File: config.mk
export PLATFORM = sky130hd
export DESIGN_NAME = safe_lock_controller
export DESIGN_NICKNAME = d
export VERILOG_FILES = /design/src/rtl/safe_lock_controller_pkg.sv /design/src/rtl/safe_lock_controller_key_event_detector.sv /design/src/rtl/safe_lock_controller.sv
export SDC_FILE = /design/constraint.sdc
export NUM_CORES = 1
export LEC_CHECK = 0
export CORE_MARGIN = 2
export CORE_UTILIZATION = 50
export CTS_CLUSTER_SIZE = 40
export DETAILED_ROUTE_END_ITERATION = 10
export DONT_BUFFER_PORTS = 1
export PLACE_DENSITY = 0.66
export SETUP_SLACK_MARGIN = 0.4
export SYNTH_ARGS = -nofsm -noshare
export SYNTH_HDL_FRONTEND = slang
export SYNTH_HIERARCHICAL = 1
export SYNTH_SLANG_ARGS = --single-unit
File: constraint.sdc
create_clock -name clk -period 2.65 [get_ports clk]
set_clock_uncertainty 0.05 [all_clocks]
set_input_delay 0.3975 -clock clk [delete_from_list [all_inputs] [get_ports clk]]
set_output_delay 0.3975 -clock clk [all_outputs]
set_load 0.1 [all_outputs]
File: src/rtl/safe_lock_controller_pkg.sv
// Shared definitions for the safe lock: keypad control codes and FSM state encoding.
package safe_lock_controller_pkg;

   localparam logic [3:0] KEY_CLEAR = 4'd10;
   localparam logic [3:0] KEY_ENTER = 4'd11;

   typedef enum logic [1:0] {
      ENTRY   = 2'd0,
      CHECK   = 2'd1,
      OPEN    = 2'd2,
      LOCKOUT = 2'd3
   } state_t;

   function automatic logic is_digit(input logic [3:0] code);
      return code <= 4'd9;
   endfunction

endpackage

File: src/rtl/safe_lock_controller_key_event_detector.sv
// Debounces the encoder code/valid pair into a single strobe per key press, re-armed by a stable release.
module key_event_detector
   import safe_lock_controller_pkg::*;
#(
   parameter int DEBOUNCE_CYCLES = 4
) (
   input  logic       clk,
   input  logic       rst_n,
   input  logic [3:0] key_code,
   input  logic       key_valid,
   output logic       event_strobe,
   output logic [3:0] event_code
);

   localparam int            RW      = $clog2(DEBOUNCE_CYCLES + 1);
   localparam logic [RW-1:0] RUN_MAX = RW'(DEBOUNCE_CYCLES);

   logic          last_v;
   logic [3:0]    last_c;
   logic [RW-1:0] run_q, run_d;
   logic          armed;
   logic          same;

   // Released samples compare equal regardless of the code lines.
   always_comb begin
      same  = (key_valid == last_v) && (!key_valid || key_code == last_c);
      run_d = RW'(1);
      if (same) run_d = (run_q == RUN_MAX) ? RUN_MAX : run_q + RW'(1);
   end

   always_ff @(posedge clk or negedge rst_n) begin
      if (!rst_n) begin
         last_v       <= 1'b0;
         last_c       <= 4'd0;
         run_q        <= '0;
         armed        <= 1'b1;
         event_strobe <= 1'b0;
         event_code   <= 4'd0;
      end else begin
         last_v       <= key_valid;
         last_c       <= key_code;
         run_q        <= run_d;
         event_strobe <= 1'b0;
         if (run_d == RUN_MAX) begin
            if (key_valid && armed) begin
               // Undefined codes still consume the press so they cannot fire later.
               armed        <= 1'b0;
               event_strobe <= (key_code <= KEY_ENTER);
               event_code   <= key_code;
            end else if (!key_valid) begin
               armed <= 1'b1;
            end
         end
      end
   end

endmodule

File: src/rtl/safe_lock_controller.sv
// Safe lock sequencer: PIN entry, check, open window with PIN change, and lockout after repeated failures.
module safe_lock_controller
   import safe_lock_controller_pkg::*;
#(
   parameter int                   PIN_LEN         = 4,
   parameter int                   MAX_ATTEMPTS    = 3,
   parameter int                   DEBOUNCE_CYCLES = 4,
   parameter int                   UNLOCK_CYCLES   = 1000,
   parameter int                   LOCKOUT_CYCLES  = 5000,
   parameter logic [4*PIN_LEN-1:0] DEFAULT_PIN     = 16'h1234
) (
   input  logic       clk,
   input  logic       rst_n,
   input  logic [3:0] key_code,
   input  logic       key_valid,
   output logic       unlocked,
   output logic       locked_out,
   output logic       err_pulse,
   output logic       pin_changed,
   output logic [3:0] digit_count,
   output logic [3:0] attempts_left
);

   localparam int            BW       = 4 * PIN_LEN;
   localparam int            TMAX     = (UNLOCK_CYCLES > LOCKOUT_CYCLES) ? UNLOCK_CYCLES : LOCKOUT_CYCLES;
   localparam int            TW       = $clog2(TMAX + 1);
   localparam logic [TW-1:0] T_UNLOCK = TW'(UNLOCK_CYCLES);
   localparam logic [TW-1:0] T_LOCK   = TW'(LOCKOUT_CYCLES);
   localparam logic [3:0]    LEN_C    = 4'(PIN_LEN);
   localparam logic [3:0]    MAX_C    = 4'(MAX_ATTEMPTS);

   logic          ev;
   logic [3:0]    ev_code;
   logic          ev_dig, ev_clr, ev_ent;

   state_t        state_q, state_d;
   logic [BW-1:0] buf_q, buf_d, pin_q, pin_d;
   logic [3:0]    cnt_q, cnt_d, fail_q, fail_d;
   logic          ovf_q, ovf_d;
   logic [TW-1:0] timer_q, timer_d;
   logic          err_d, chg_d, edit, full;

   key_event_detector #(.DEBOUNCE_CYCLES(DEBOUNCE_CYCLES)) u_ked (
      .clk          (clk),
      .rst_n        (rst_n),
      .key_code     (key_code),
      .key_valid    (key_valid),
      .event_strobe (ev),
      .event_code   (ev_code)
   );

   assign ev_dig      = ev && is_digit(ev_code);
   assign ev_clr      = ev && (ev_code == KEY_CLEAR);
   assign ev_ent      = ev && (ev_code == KEY_ENTER);
   assign full        = (cnt_q == LEN_C) && !ovf_q;
   assign digit_count = cnt_q;

   always_comb begin
      state_d = state_q;
      buf_d   = buf_q;
      cnt_d   = cnt_q;
      ovf_d   = ovf_q;
      fail_d  = fail_q;
      pin_d   = pin_q;
      timer_d = timer_q;
      err_d   = 1'b0;
      chg_d   = 1'b0;
      edit    = 1'b0;
      case (state_q)
         ENTRY: begin
            edit = 1'b1;
            if (ev_ent) state_d = CHECK;
         end
         CHECK: begin
            buf_d = '0;
            cnt_d = 4'd0;
            ovf_d = 1'b0;
            if (full && buf_q == pin_q) begin
               state_d = OPEN;
               fail_d  = 4'd0;
               timer_d = T_UNLOCK;
            end else begin
               err_d  = 1'b1;
               fail_d = fail_q + 4'd1;
               if (fail_q + 4'd1 == MAX_C) begin
                  state_d = LOCKOUT;
                  timer_d = T_LOCK;
               end else begin
                  state_d = ENTRY;
               end
            end
         end
         OPEN: begin
            // Expiry takes priority over a key event landing in the same cycle.
            if (timer_q == TW'(1)) begin
               state_d = ENTRY;
               buf_d   = '0;
               cnt_d   = 4'd0;
               ovf_d   = 1'b0;
            end else begin
               timer_d = ev ? T_UNLOCK : timer_q - TW'(1);
               edit    = 1'b1;
               if (ev_ent) begin
                  if (full) begin
                     pin_d = buf_q;
                     chg_d = 1'b1;
                  end
                  state_d = ENTRY;
                  buf_d   = '0;
                  cnt_d   = 4'd0;
                  ovf_d   = 1'b0;
               end
            end
         end
         LOCKOUT: begin
            if (timer_q == TW'(1)) begin
               state_d = ENTRY;
               fail_d  = 4'd0;
            end else begin
               timer_d = timer_q - TW'(1);
            end
         end
         default: state_d = ENTRY;
      endcase
      if (edit) begin
         if (ev_dig) begin
            if (cnt_q < LEN_C) begin
               buf_d = (buf_q << 4) | BW'(ev_code);
               cnt_d = cnt_q + 4'd1;
            end else begin
               ovf_d = 1'b1;
            end
         end else if (ev_clr) begin
            buf_d = '0;
            cnt_d = 4'd0;
            ovf_d = 1'b0;
         end
      end
   end

   always_ff @(posedge clk or negedge rst_n) begin
      if (!rst_n) begin
         state_q       <= ENTRY;
         buf_q         <= '0;
         cnt_q         <= 4'd0;
         ovf_q         <= 1'b0;
         fail_q        <= 4'd0;
         pin_q         <= DEFAULT_PIN;
         timer_q       <= '0;
         unlocked      <= 1'b0;
         locked_out    <= 1'b0;
         err_pulse     <= 1'b0;
         pin_changed   <= 1'b0;
         attempts_left <= MAX_C;
      end else begin
         state_q       <= state_d;
         buf_q         <= buf_d;
         cnt_q         <= cnt_d;
         ovf_q         <= ovf_d;
         fail_q        <= fail_d;
         pin_q         <= pin_d;
         timer_q       <= timer_d;
         unlocked      <= (state_d == OPEN);
         locked_out    <= (state_d == LOCKOUT);
         err_pulse     <= err_d;
         pin_changed   <= chg_d;
         attempts_left <= MAX_C - fail_d;
      end
   end

endmodule

Yosys cells after proc, flatten, opt, wreduce, memory -nomap -nowiden
Index checks and enable logic that the tools add are counted.

Register bits: 78. Output and inout bits: 12.

Reductions and logical operators: 16. Equal/unequal tests: 19. Bitwise logic cells: 2. Add/subtract/negate cells: 5. Magnitude comparators: 3. Muxes and demuxes: 51.

Operators by type and width (count): two-way mux 16 bit (6); two-way mux 13 bit (5); case mux 13 bit (3 select lines) (1); two-way mux 4 bit (8); case mux 16 bit (2 select lines) (1); two-way mux 1 bit (17); == test 16 bit (1); OR 16 x 4 -> 16 bit (1); case mux 4 bit (2 select lines) (2); == test 13 x 1 -> 1 bit, second input constant (1); subtractor 13 x 1 -> 13 bit, second input constant (1); two-way mux 2 bit (6); adder 4 x 1 -> 4 bit, second input constant (2); == test 2 bit, second input constant (4); == test 4 bit, second input constant (2); less-or-equal comparator 4 bit, second input constant (2); case mux 2 bit (4 select lines) (1); AND reduction 4 bit (2); logical AND 1 bit (7); == test 3 bit, second input constant (2); two-way mux 3 bit (2); == test 4 x 2 -> 1 bit, second input constant (1); == test 4 x 3 -> 1 bit, second input constant (1); == test 4 bit (1); 15 further kinds (19).

Logic depth before layout (Yosys ltp)
Gate-level depths: netlist of the first run.

Word-level depth: 8. Mapped depth: 10.

Hierarchy
The synthesis of the first run kept the hierarchy.

Modules (own cells, without submodules): safe_lock_controller (times used 1, area an instance 3415.8 µm², cells an instance 340, seq. area each 1585.3 µm²); key_event_detector (times used 1, area an instance 610.6 µm², cells an instance 47, seq. area each 351.6 µm²).

Least setup slack after synthesis of the first run
Ideal clock, no wire load.

Kind: reg-to-reg. Start point: register cnt_q[0] (netlist: digit_count[0]). End point: register timer_q[12]. Arrival time: 2489 ps. Cell stages (with the launch flop): 10. Setup slack: -7 ps. Data required time: 2481 ps. Path buffers: 1. Cell sequence: dfrtp_1 > inv_1 > ha_1 > nand4bb_4 > nor4_4 > nand3_2 > o21a_1 > buf_6 > o31ai_2 > a21bo_1.

Word-level cells in the longest chain between the ends: 5.

Ends and longest elaborated chain: start: declaration (line safe_lock_controller.sv:38) `logic [3:0] cnt_q, cnt_d, fail_q, fail_d;`; start signal: assignment (line safe_lock_controller.sv:158) `cnt_q <= cnt_d;`; == test 4 x 3 -> 1 bit * (line safe_lock_controller.sv:55) `assign full = (cnt_q == LEN_C) && !ovf_q;`; logical AND 1 bit * (line safe_lock_controller.sv:55); logical AND 1 bit * (line safe_lock_controller.sv:78) `if (full && buf_q == pin_q) begin`; != test 3 bit (no line) / two-way mux 13 bit (equally long branches); AND reduction 4 bit (no line) / case mux 13 bit (3 select lines) (equally long branches); end signal: assignment (line safe_lock_controller.sv:162) `timer_q <= timer_d;`; end: declaration (line safe_lock_controller.sv:40) `logic [TW-1:0] timer_q, timer_d;`.

Every way passes the cells marked *; elsewhere a longest branch is shown, timed or not. A chain may end at the register's enable or synchronous reset.

Worst setup path in the final report of the first run
Same ends and word-level chain as after synthesis.

==> results list, run 1 <==
- Initial Util: 0.518
* Upper clock frequency limit: 462 MHz
* Placement Rows: 32
- After detailed routing, the number of vias per cell comes to 5.84.
- A synthesized cell averages 10.4 µm².
* Number of vias after detailed routing: 3036
- Summing every instance area after synthesis gives 4030 µm².
- For this run, the detailed router's first-pass iteration total came to 4.
* Max Cap Viol: 0
* Area Overhead vs Synth: 15.7%
- Counting flops with an async set or reset pin after synthesis yields a share of 1.00.
- Along the worst path, the maximum fanout reaches 6.
* Die height: 93.7 µm
- The worst setup path is launched from a register.
- Weighted congestion reported at the end of routability-driven placement: 0.892
* Post-route fraction of the period consumed by the critical path: 0.818
* GRT Overall Usage: 0.202
- No sink is reached through more buffers than the 2 on the longest clock path.
- For the pin with the worst max-slew slack, the measured transition is 0.867 ns.
- The repair_antennas step left the layout with diodes totalling 0.
* CTS tree: built
- First-pass GRT wire length: 13800 µm
* Worst skew pair latency: 0.36 ns
- Die X: 93.7 µm
* Commonest non-fill, non-tap cells in the layout: dfrtp_1, o21ai_0, nand2_1, a21oi_1, nor2_1
* Core Footprint: 7770 µm²
- Instance count of the mapped netlist: 387
- Residual antenna-violating net count after detailed routing: 0
* Die ar.: 8790 µm²
- For this run the aggregate overflow at the end of global routing stands at 0.
* Final-layout setup total negative slack: 0 ns
* Number of different library cells in the post-synthesis netlist: 61
- The wire-length estimate of the detail-placed layout is 5370 µm.
- Nature of the critical path endpoint: register
* Maximum number of pins on one net before global-route repair: 78
- For the worst setup path, the data arrival time is 2.37 ns.
* Power Density: 486 nW/µm²
- Final worst path period need: 2.17 ns
- Setup CP Type: register to register
- Final count of hold timing violations: 0
- Number of antenna violations at the first check in global routing: 0
* Flip-flop and latch count after synthesis: 77
- Per-cell routed wire length: 15.9 µm
- The final count of pins violating max slew is 0.
* Sequential element share of the synthesized area: 0.481
* Count of H-tree levels built during CTS: 3
- TritonCTS created 9 clock buffers.
- The tightest hold path in the finished design has a slack of 0.134 ns.
- The clock net in this run drives a total of 77 sinks.
- Setup violations remaining at the end of the flow were counted as 0.
* Starting DRT DRC Count: 146
- Count of flip-flops with a built-in enable after synthesis: 0
- In this run the tool buffered the top-level ports with 0 buffer cells.
- Among all flip-flop cells after synthesis, the most frequent one is dfrtp_1.
* Fraction of final layout cells with drive strength greater than 1: 0.242
- Leaving out fill and tap cells, the most frequent cell in the layout is dfrtp_1.
- STA puts the critical path data required time at 2.85 ns.
- Across the whole layout, storage elements account for 1940 µm².
- Clock transition at the register clock pins on the worst setup and hold paths after CTS: 0.08 ns
- At the end of the flow, the number of nets in the layout was 432.
- Area occupied by multi-input gates: 2060 µm²
- The tree is rooted in a clkbuf_8.
- Worst slew margin: 0.422
* Number of remaining DRC errors: 0
* Num ports: 19
* Total wirelength of the detailed-routed design: 8250 µm
- The run finished with clean final reports.
- The Yosys step of the flow raised 6 warnings.
- Counting tap cells, the placed design contains a total of 488 instances.
- Across the VDD grid, the largest voltage drop is 350 µV.
- Once layout is complete, the utilization of the core stands at 0.600.
* Via count of the first global-routing pass: 2840
- The min-delay analysis places its worst path in the category input pin to register.
* Fillers: 635
- Syn nets: 406
* Unrepaired setup endpoints after global routing: true
* Non-filler cells in the finished layout: 520
- Summed over all cells, the static leakage comes to 2.13 nW.
==> synthesized netlist by cell type (2+ instances only) <==
cell type	n	share of area
o21a_1	2	0.0037
a32oi_1	2	0.0044
mux2_2	21	0.059
nand4_1	2	0.0031
or3_1	2	0.0031
a22oi_1	2	0.0037
or2_2	3	0.0047
inv_1	17	0.016
buf_6	2	0.0056
nand3_1	7	0.0087
nor4_1	3	0.0047
o21ai_2	3	0.0065
a22o_1	3	0.0065
nor3_4	2	0.0081
a31oi_1	8	0.012
nor2_1	25	0.023
clkbuf_1	3	0.0028
buf_4	2	0.0037
a21o_1	5	0.0093
o31ai_1	3	0.0056
o21ai_1	2	0.0025
nand2b_1	7	0.011
xor2_1	18	0.039
a41o_1	2	0.0050
o21ai_0	35	0.044
nor4_4	2	0.011
a21oi_1	32	0.040
xnor2_1	4	0.0087
nor3_1	7	0.0087
dfstp_2	8	0.052
a21boi_0	2	0.0037
nor2b_1	3	0.0047
and2_1	2	0.0031
and3_1	3	0.0047
nand2_1	31	0.029
dfrtp_1	69	0.43
nand3b_1	4	0.0075
buf_2	5	0.0062
ha_1	12	0.037
==> critical path, stage by stage (launching register included) <==
cell	delay, ns
dfrtp_4	0.48
inv_2	0.08
ha_2	0.20
nand4bb_4	0.16
nor4_4	0.22
nand3_4	0.19
o21a_4	0.27
o31ai_2	0.20
a21bo_1	0.21
==> through the flow <==
stage / cell area (µm²) / power, mW / setup slack, ns
2_1_floorplan: 4040 / 1.26 / 0.414
3_5_place_dp: 4180 / 1.27 / 0.318
3_3_place_gp: 4180 / 1.27 / 0.373
5_1_grt: 4660 / 2.36 / 0.371
4_1_cts: 4500 / 2.30 / 0.387
6_report: 4660 / 2.27 / 0.483
==> area by class of cell <==
| class | instances | share of cell area |
|---|---|---|
| clock buffers | 9 | 0.0266 |
| clock inverters | 7 | 0.0204 |
| inverters | 17 | 0.0137 |
| multi-input cells | 282 | 0.443 |
| flip-flops and latches | 77 | 0.417 |
| well taps | 102 | 0.0274 |
| repair buffers | 26 | 0.0516 |
==> report_power, final <==
group / leakage, nW / internal, mW / switching [mW] / total, mW
sequential: 1.02 / 1.19 / 0.00879 / 1.20
combinational: 0.996 / 0.0325 / 0.0482 / 0.0807
clock: 0.110 / 0.533 / 0.450 / 0.984
==> flip-flops by register name, indices dropped and copies added (netlist names), 2 cells and up, named ones only <==
signal	count
attempts_left	3
buf_q	16
digit_count	4
fail_q	2
pin_q	16
state_q	2
timer_q	13
u_ked/event_code	4
u_ked/last_c	4
u_ked/run_q	3
==> routing by layer <==
layer,wire [µm],part of all wire,vias up,track usage
met3,299,0.036,16,0.0345
met2,3970,0.48,70,0.305
met5,0,0,-,0
li1,-,-,1448,-
met4,159,0.019,0,0.101
met1,3820,0.46,1502,0.279
==> logic make-up (layout without fill, tap and decap cells) <==
group | Yosys count | after routing | synth area share
AOI/OAI and AO/OA | 115 | 116 | 0.181
xor gates and xnor gates | 22 | 22 | 0.0479
adders and majority gates | 12 | 12 | 0.0373
buffers and inverters | 29 | 59 | 0.0342
DFF | 77 | 77 | 0.481
muxes | 22 | 22 | 0.0612
and+or+nand+nor | 110 | 110 | 0.157
==> timing repair <==
action,in CTS,in global routing
endpoints found under the hold margin,82,0
resized for setup,1,21
setup endpoints to repair,21,56
gates cloned,0,2
pin swaps,1,4
hold buffers,7,0
buffers inserted,1,6
==> worst paths after layout <==
kind	slack (ns)	start	depth (start not counted)	end
setup reg to reg	0.48	digit_count[0]	8	timer_q[12]
hold reg to reg	0.46	timer_q[9]	1	timer_q[9]
setup / recovery	0.48	digit_count[0]	8	timer_q[12]
max in group asynchronous	1.64	rst_n	2	pin_q[5]
min in group asynchronous	0.55	rst_n	2	ovf_q
hold / removal	0.13	key_code[3]	1	u_ked/event_code[3]
Power figures use the tool's default switching activity.
==> run 2: changes to the inputs <==
==> constraint.sdc (replaced) <==
create_clock -name clk -period 2.2 [get_ports clk]
set_clock_uncertainty 0.05 [all_clocks]
set_input_delay 0.33 -clock clk [delete_from_list [all_inputs] [get_ports clk]]
set_output_delay 0.33 -clock clk [all_outputs]
set_load 0.1 [all_outputs]
==> results list, run 2 (synthesis gave the netlist of run 1 again) <==
- Result of the run: complete, but fails checks
- The checks that failed: negative hold slack.
- Clock tree synthesis selected as its root buffer the cell clkbuf_8.
* Max Cap Viol: 0 (unchanged)
* Kind of launch point of the worst setup path: register
- The fraction of power spent switching nets came to 0.237 (+0.0129).
- The maximum fanout count along the critical path was 6 (unchanged).
- The pin count of the biggest net entering global routing was 78 (unchanged).
- Walking the worst path, the cells encountered are xor2_1, nor4_2, nand3_2, buf_6, o21a_4, o31ai_2, a21bo_1.
- The post-layout utilization of the core is 0.708 (+0.109).
- Unrepaired setup endpoints after global routing: true
- The wire length of the first global-routing pass was 15600 µm (+13%).
- Slowest library cell on the worst path: dfstp_2
- The post-DP HPWL came to 6030 µm (+12%).
- Highest cell delay on the worst timing path: 0.56 ns (+0.08 ns)
- The required time of the critical path is 2.40 ns (-0.45 ns).
* Placement Rows: 32 (unchanged)
- Share of power burned in the clock network: 0.422 (-0.012)
* Weighted congestion reported at the end of routability-driven placement: 0.869 (-2.6%)
- Core Footprint: 7770 µm² (unchanged)
* Nature of the critical path endpoint: register
* # hold bufs at CTS: 5 (-2)
- Number of buffers on the longest clock path: 2 (unchanged)
* Per-cell routed wire length: 16.9 µm (+6.5%)
* Number of antenna violations at the first check in global routing: 0 (unchanged)
- Slew at the pin with the worst max-slew slack: 0.579 ns (-0.288 ns)
* Power Density: 481 nW/µm² (-1.2%)
- The count of TritonRoute iterations in the first routing pass came to 4 (unchanged).
* Die ar.: 8790 µm² (unchanged)
- Worst skew pair latency: 0.36 ns (about the same)
- The net count reported at finish was 488 (+13%).
- Count of H-tree levels built during CTS: 3 (unchanged)
- Diode insertion count for antenna repair: 0 (unchanged)
- Fillers: 540 (-15%)
- Most common cell after layout, fill and taps aside: dfrtp_1
* Worst hold-check path type: input pin to asynchronous set/reset pin
- The largest registers in the layout are buf_q: 16 flops, pin_q: 16 flops, timer_q: 13 flops.
- The detailed-route DRC error count was 0 (unchanged).
- Clock transition at the register clock pins on the worst setup and hold paths after CTS: 0.10 ns (+0.02 ns)
- Residual antenna-violating net count after detailed routing: 0 (unchanged)
- The die span in y was 93.7 µm (unchanged).
* Number of I/O port buffers: 0 (unchanged)
* Data arrival time of the critical path: 2.32 ns (-0.05 ns)
- Area of placed instances: 4500 µm² (+7.7%)
- CTS Sinks: 77 (unchanged)
* Upper clock frequency limit: 471 MHz (+2.0%)
* Die X: 93.7 µm (unchanged)
- Summed area of non-filler cells in the final layout: 5500 µm² (+18%)
- Commonest non-fill, non-tap cells in the layout: dfrtp_1, buf_4, nand2_1, buf_6
* Clock buffers created by TritonCTS: 9 (unchanged)
* Setup CP Type: register to register
* Starting DRT DRC Count: 144 (-1.4%)
- The share of layout cells above drive strength 1 is 0.454 (+0.212).
- Final worst path period need: 2.12 ns (-0.0421 ns)
- Portion of total power attributed to sequential cells: 0.548 (+0.017)
- From synthesis to final layout, the design area changed by 36.7%.
* Final max-slew violation count: 0 (unchanged)
- Sw Pwr: 0.626 mW (+23%)
- Post-route fraction of the period consumed by the critical path: 0.966 (+0.148)
- The global router's overall resource usage is 0.230 (+0.0286).
- The boundary pin count came to 19 (unchanged).
- The worst IR drop on VDD was 439 µV (+25%).
- Comb pwr share: 0.030 (-0.006)
- The number of gates on the worst path with buffers counted came to 7 (-1).
- The total length of routed wires was 9740 µm (+18%).
- Congestion Overflow GR: 0 (unchanged)
* Initial Util: 0.518 (unchanged)
* Number of vias after detailed routing: 3275 (+7.9%)
- Via count of the first global-routing pass: 3159 (+11%)
- The final-layout worst hold slack came to -0.402 ns (-0.536 ns).
* Number of vias per cell: 5.69 (-2.6%)
- The number of setup violations in the final report is 0 (unchanged).
- TritonCTS built the clock tree.
* Largest delay share family, worst path: compound AO/OA/AOI/OAI gates
* Static Leak: 2.48 nW (+16%)
- The headroom to the max-slew limit is 0.613 (+0.191).
* Register-to-Register Path Depth: 7 (-1)
- The sum of buffers and inverters on the critical path came to 1 (unchanged).
- Int Pwr: 2.02 mW (+15%)
* Final count of hold timing violations: 77 (+77)
-- run 2: cell count changes in the layout (fill, tap and decap cells not counted), moves of 5 or more --
cell | previous run | this run
mux2_2 | 21 | 7
ha_1 | 10 | 5
mux2_4 | 0 | 14
nand2_1 | 31 | 24
buf_4 | 17 | 57
buf_6 | 0 | 19
o21ai_0 | 35 | 13
inv_1 | 16 | 10
o21ai_1 | 1 | 16
a21oi_1 | 30 | 16
o21ai_2 | 1 | 6
a21oi_2 | 2 | 14
nand2_4 | 0 | 5
-- run 2: power by group through the flow --
| stage | Clock [mW] | Combinational (mW) | Sequential, mW |
|---|---|---|---|
| 2_1_floorplan | 0 | 0.0489 | 1.48 |
| 3_3_place_gp | 0 | 0.0564 | 1.47 |
| 3_5_place_dp | 0 | 0.0589 | 1.48 |
| 4_1_cts | 1.13 | 0.0696 | 1.45 |
| 5_1_grt | 1.18 | 0.0870 | 1.45 |
| 6_report | 1.12 | 0.0792 | 1.45 |
-- run 2: repair_timing --
action,in CTS,in global routing
pin swaps,26,28
cloned,3,0
gates resized for setup,82,55
buffers inserted,18,12
setup endpoints to repair,67,67
endpoints found under the hold margin,82,77
-- run 2: routing by layer --
| layer | GRT usage | routed length [µm] | up-vias |
|---|---|---|---|
| li1 | - | - | 1556 |
| met3 | 0.0417 | 386 | 10 |
| met5 | 0 | 0 | - |
| met4 | 0.0676 | 133 | 0 |
| met1 | 0.328 | 4440 | 1638 |
| met2 | 0.361 | 4770 | 71 |
-- run 2: area by class of cell --
cell class              instances  area, µm²  area share
inverters                      17       68.8      0.0125
repair buffers                 82        707       0.128
well taps                     102        128      0.0232
flip-flops and latches         77       1950       0.354
clock inverters                 7       82.6      0.0150
clock buffers                   9        124      0.0225
multi-input cells             282       2450       0.445
-- run 2: worst paths after layout --
path / start / end / slack (ns)
setup / recovery: pin_q[4] / timer_q[12] / 0.08
hold / removal: rst_n / pin_q[6] / -0.40
setup reg to reg: pin_q[4] / timer_q[12] / 0.08
hold reg to reg: pin_q[3] / pin_q[3] / 0.48
max in group asynchronous: rst_n / pin_q[2] / 2.29
min in group clk: key_code[0] / u_ked/event_code[0] / 0.07
-- run 2: stage by stage --
step | power (mW) | setup slack (ns) | setup TNS [ns] | hold WS, ns | std cells
6_report | 2.64 | 0.0753 | 0 | -0.402 | 576
5_1_grt | 2.72 | 0.0125 | 0 | -0.406 | 576
4_1_cts | 2.65 | 0.108 | 0 | -0.404 | 564
3_5_place_dp | 1.54 | -0.0201 | -0.0358 | -0.0139 | 522
3_3_place_gp | 1.53 | 0.0313 | 0 | -0.0139 | 522
2_1_floorplan | 1.52 | 0.0472 | 0 | -0.0156 | 387
==> run 3: changes to the inputs <==
--- a/config.mk
+++ b/config.mk
@@ -9,8 +9,7 @@
 export CORE_UTILIZATION = 50
 export CTS_CLUSTER_SIZE = 40
 export DETAILED_ROUTE_END_ITERATION = 10
-export DONT_BUFFER_PORTS = 1
-export PLACE_DENSITY = 0.66
+export PLACE_DENSITY = 0.69
 export SETUP_SLACK_MARGIN = 0.4
 export SYNTH_ARGS = -nofsm -noshare
 export SYNTH_HDL_FRONTEND = slang
==> results list, run 3 (synthesis gave the netlist of run 1 again) <==
- Die height: 93.7 µm (unchanged)
- Slew at the pin with the worst max-slew slack: 0.554 ns (-0.0245 ns)
- The maximum root-to-sink buffer count came to 2 (unchanged).
- The number of DRC markers in iteration 0 was 192 (+33%).
- Estimated wirelength of the detail-placed design: 6190 µm (+2.7%)
* Nature of the critical path endpoint: register
* Num ports: 19 (unchanged)
- The max-capacitance violation count was 0 (unchanged).
- By startpoint and endpoint, the worst setup path is classified as register to register.
* Worst slew margin: 0.630 (+0.0164)
* Critical path fanouts, max: 5 (-1)
- The portion of the clock cycle consumed by the worst path in the final layout was 0.949 (-0.0166).
- The detailed route wirelength on metal3 came to 332 µm (-14%).
- The area of the multi-input gates is 2300 µm² (-5.8%).
- The number of setup violations in the final report is 0 (unchanged).
- The clock transition at the registers of the reported paths came to 0.10 ns (about the same).
- Clock buffers created by TritonCTS: 9 (unchanged)
* Commonest non-fill, non-tap cells in the layout: dfrtp_1, buf_4, nand2_1, a21oi_1, o21ai_0
* Die X: 93.7 µm (unchanged)
* Residual antenna-violating net count after detailed routing: 0 (unchanged)
- Number of I/O port buffers: 18 (+18)
* Congestion Overflow GR: 0 (unchanged)
- The timing-limited maximum frequency came to 479 MHz (+1.8%).
- Initial Util: 0.518 (unchanged)
- The total power density per cell area was 486 nW/µm² (+1.2%).
- Core Footprint: 7770 µm² (unchanged)
- Maximum number of pins on one net before global-route repair: 78 (unchanged)
* Total wirelength of the detailed-routed design: 9940 µm (+2.1%)
- Worst hold-check path type: input pin to register
* Nets: 490 (+0.41%)
* GRT Overall Usage: 0.237 (+0.00649)
- Data required time at the worst endpoint: 2.41 ns (about the same)
* Final count of hold timing violations: 0 (-100%)
- The diode insertion count for antenna repair was 0 (unchanged).
* Largest registers ranked by flip-flop count: buf_q: 16 flops, pin_q: 16 flops, timer_q: 13 flops
- Max VDD drop: 326 µV (-26%)
- The via count is 3322 (+1.4%).
- The total die area came to 8790 µm² (unchanged).
* CTS Sinks: 77 (unchanged)
- Number of vias per cell: 5.75 (+1.1%)
- CTS tree: built
- The initial antenna violation count came to 0 (unchanged).
- Final worst path period need: 2.09 ns (-0.0366 ns)
- In this run the top signal layer used is met4.
* Count of H-tree levels built during CTS: 3 (unchanged)
* Unrepaired setup endpoints after global routing: true
- Data arrival time of the critical path: 2.30 ns (-0.02 ns)
- Relative to the synthesized area, the layout overhead comes to 33.7%.
- Per-cell routed wire length: 17.2 µm (+1.7%)
* Most common cell after layout, fill and taps aside: dfrtp_1
- Clock tree root buffer cell: clkbuf_8
* Met2 wire length: 4920 µm (+3.1%)
- The number of placement rows was 32 (unchanged).
- The final count of pins violating max slew came to 0 (unchanged).
* Via count of the first global-routing pass: 3337 (+5.6%)
- The overall power came to 2.62 mW (-1.0%).
- Count of TritonRoute iterations in the first routing pass: 4 (unchanged)
- The final-layout fill cell count is 575 (+6.5%).
- The leakage power of the design came to 2.48 nW (about the same).
- Worst skew pair latency: 0.37 ns (about the same)
- Hold_ws: 0.445 ns (+0.848 ns)
* First-pass GRT wire length: 16300 µm (+4.2%)
- The share of layout cells above drive strength 1 is 0.384 (-0.0691).
* Weighted congestion reported at the end of routability-driven placement: 0.934 (+7.5%)
- Number of remaining DRC errors: 0 (unchanged)
* Routed metal-1 wire length: 4530 µm (+2.1%)
* Flip-flop and latch area: 1950 µm² (unchanged)
- The worst setup path is launched from a register.
- Result of the run: finished, final reports clean
[run 3: repair_timing]
item,4_1_cts,5_1_grt
hold buffers,1,0
pin swaps,15,8
cloned,2,0
buffers inserted,15,6
endpoints found under the setup margin,65,67
gates resized for setup,51,29
hold endpoints to repair,69,0
[run 3: area by class of cell]
type                    count  area share
flip-flops and latches     77       0.362
repair buffers             84       0.139
clock buffers               9      0.0230
multi-input cells         282       0.428
well taps                 102      0.0237
clock inverters             7      0.0119
inverters                  17      0.0128
[run 3: stage by stage]
stage	util	area [µm²]	cells	setup WS, ns	setup TNS, ns
global placement	0.600	4660	538	0.0178	0
global route	0.693	5380	578	0.0273	0
finish	0.693	5380	578	0.112	0
detailed placement	0.600	4660	538	-0.0246	-0.0659
CTS	0.671	5210	572	0.138	0
floorplan	-	4130	387	0.0472	0
[run 3: worst max-delay path: stages (launching register included)]
cell	delay, ns
dfrtp_4	0.52
inv_4	0.07
ha_4	0.13
nand4bb_4	0.13
buf_4	0.16
buf_4	0.13
nor4_4	0.15
buf_4	0.19
buf_8	0.14
mux2_4	0.30
[run 3: worst paths after layout]
| kind | from | to | slack (ns) | cells after the start |
|---|---|---|---|---|
| max | digit_count[1] | pin_q[10] | 0.11 | 9 |
| min | key_code[1] | u_ked/last_c[1] | 0.45 | 1 |
| max reg2reg | digit_count[1] | pin_q[10] | 0.11 | 9 |
| min reg2reg | timer_q[9] | timer_q[9] | 0.46 | 1 |
| max in group asynchronous | rst_n | u_ked/armed | 1.25 | 3 |
| min in group asynchronous | rst_n | timer_q[10] | 0.46 | 3 |
[run 3: where the power goes]
part	internal (mW)	switching [mW]	total [mW]
logic	0.0455	0.0665	0.112
clock network	0.435	0.621	1.06
registers	1.44	0.0111	1.45
[run 3: routing by layer]
metal | vias to the layer above | global-route usage
met1 | 1681 | 0.330
met4 | 0 | 0.0821
met2 | 67 | 0.374
met5 | - | 0
li1 | 1561 | -
met3 | 13 | 0.0425
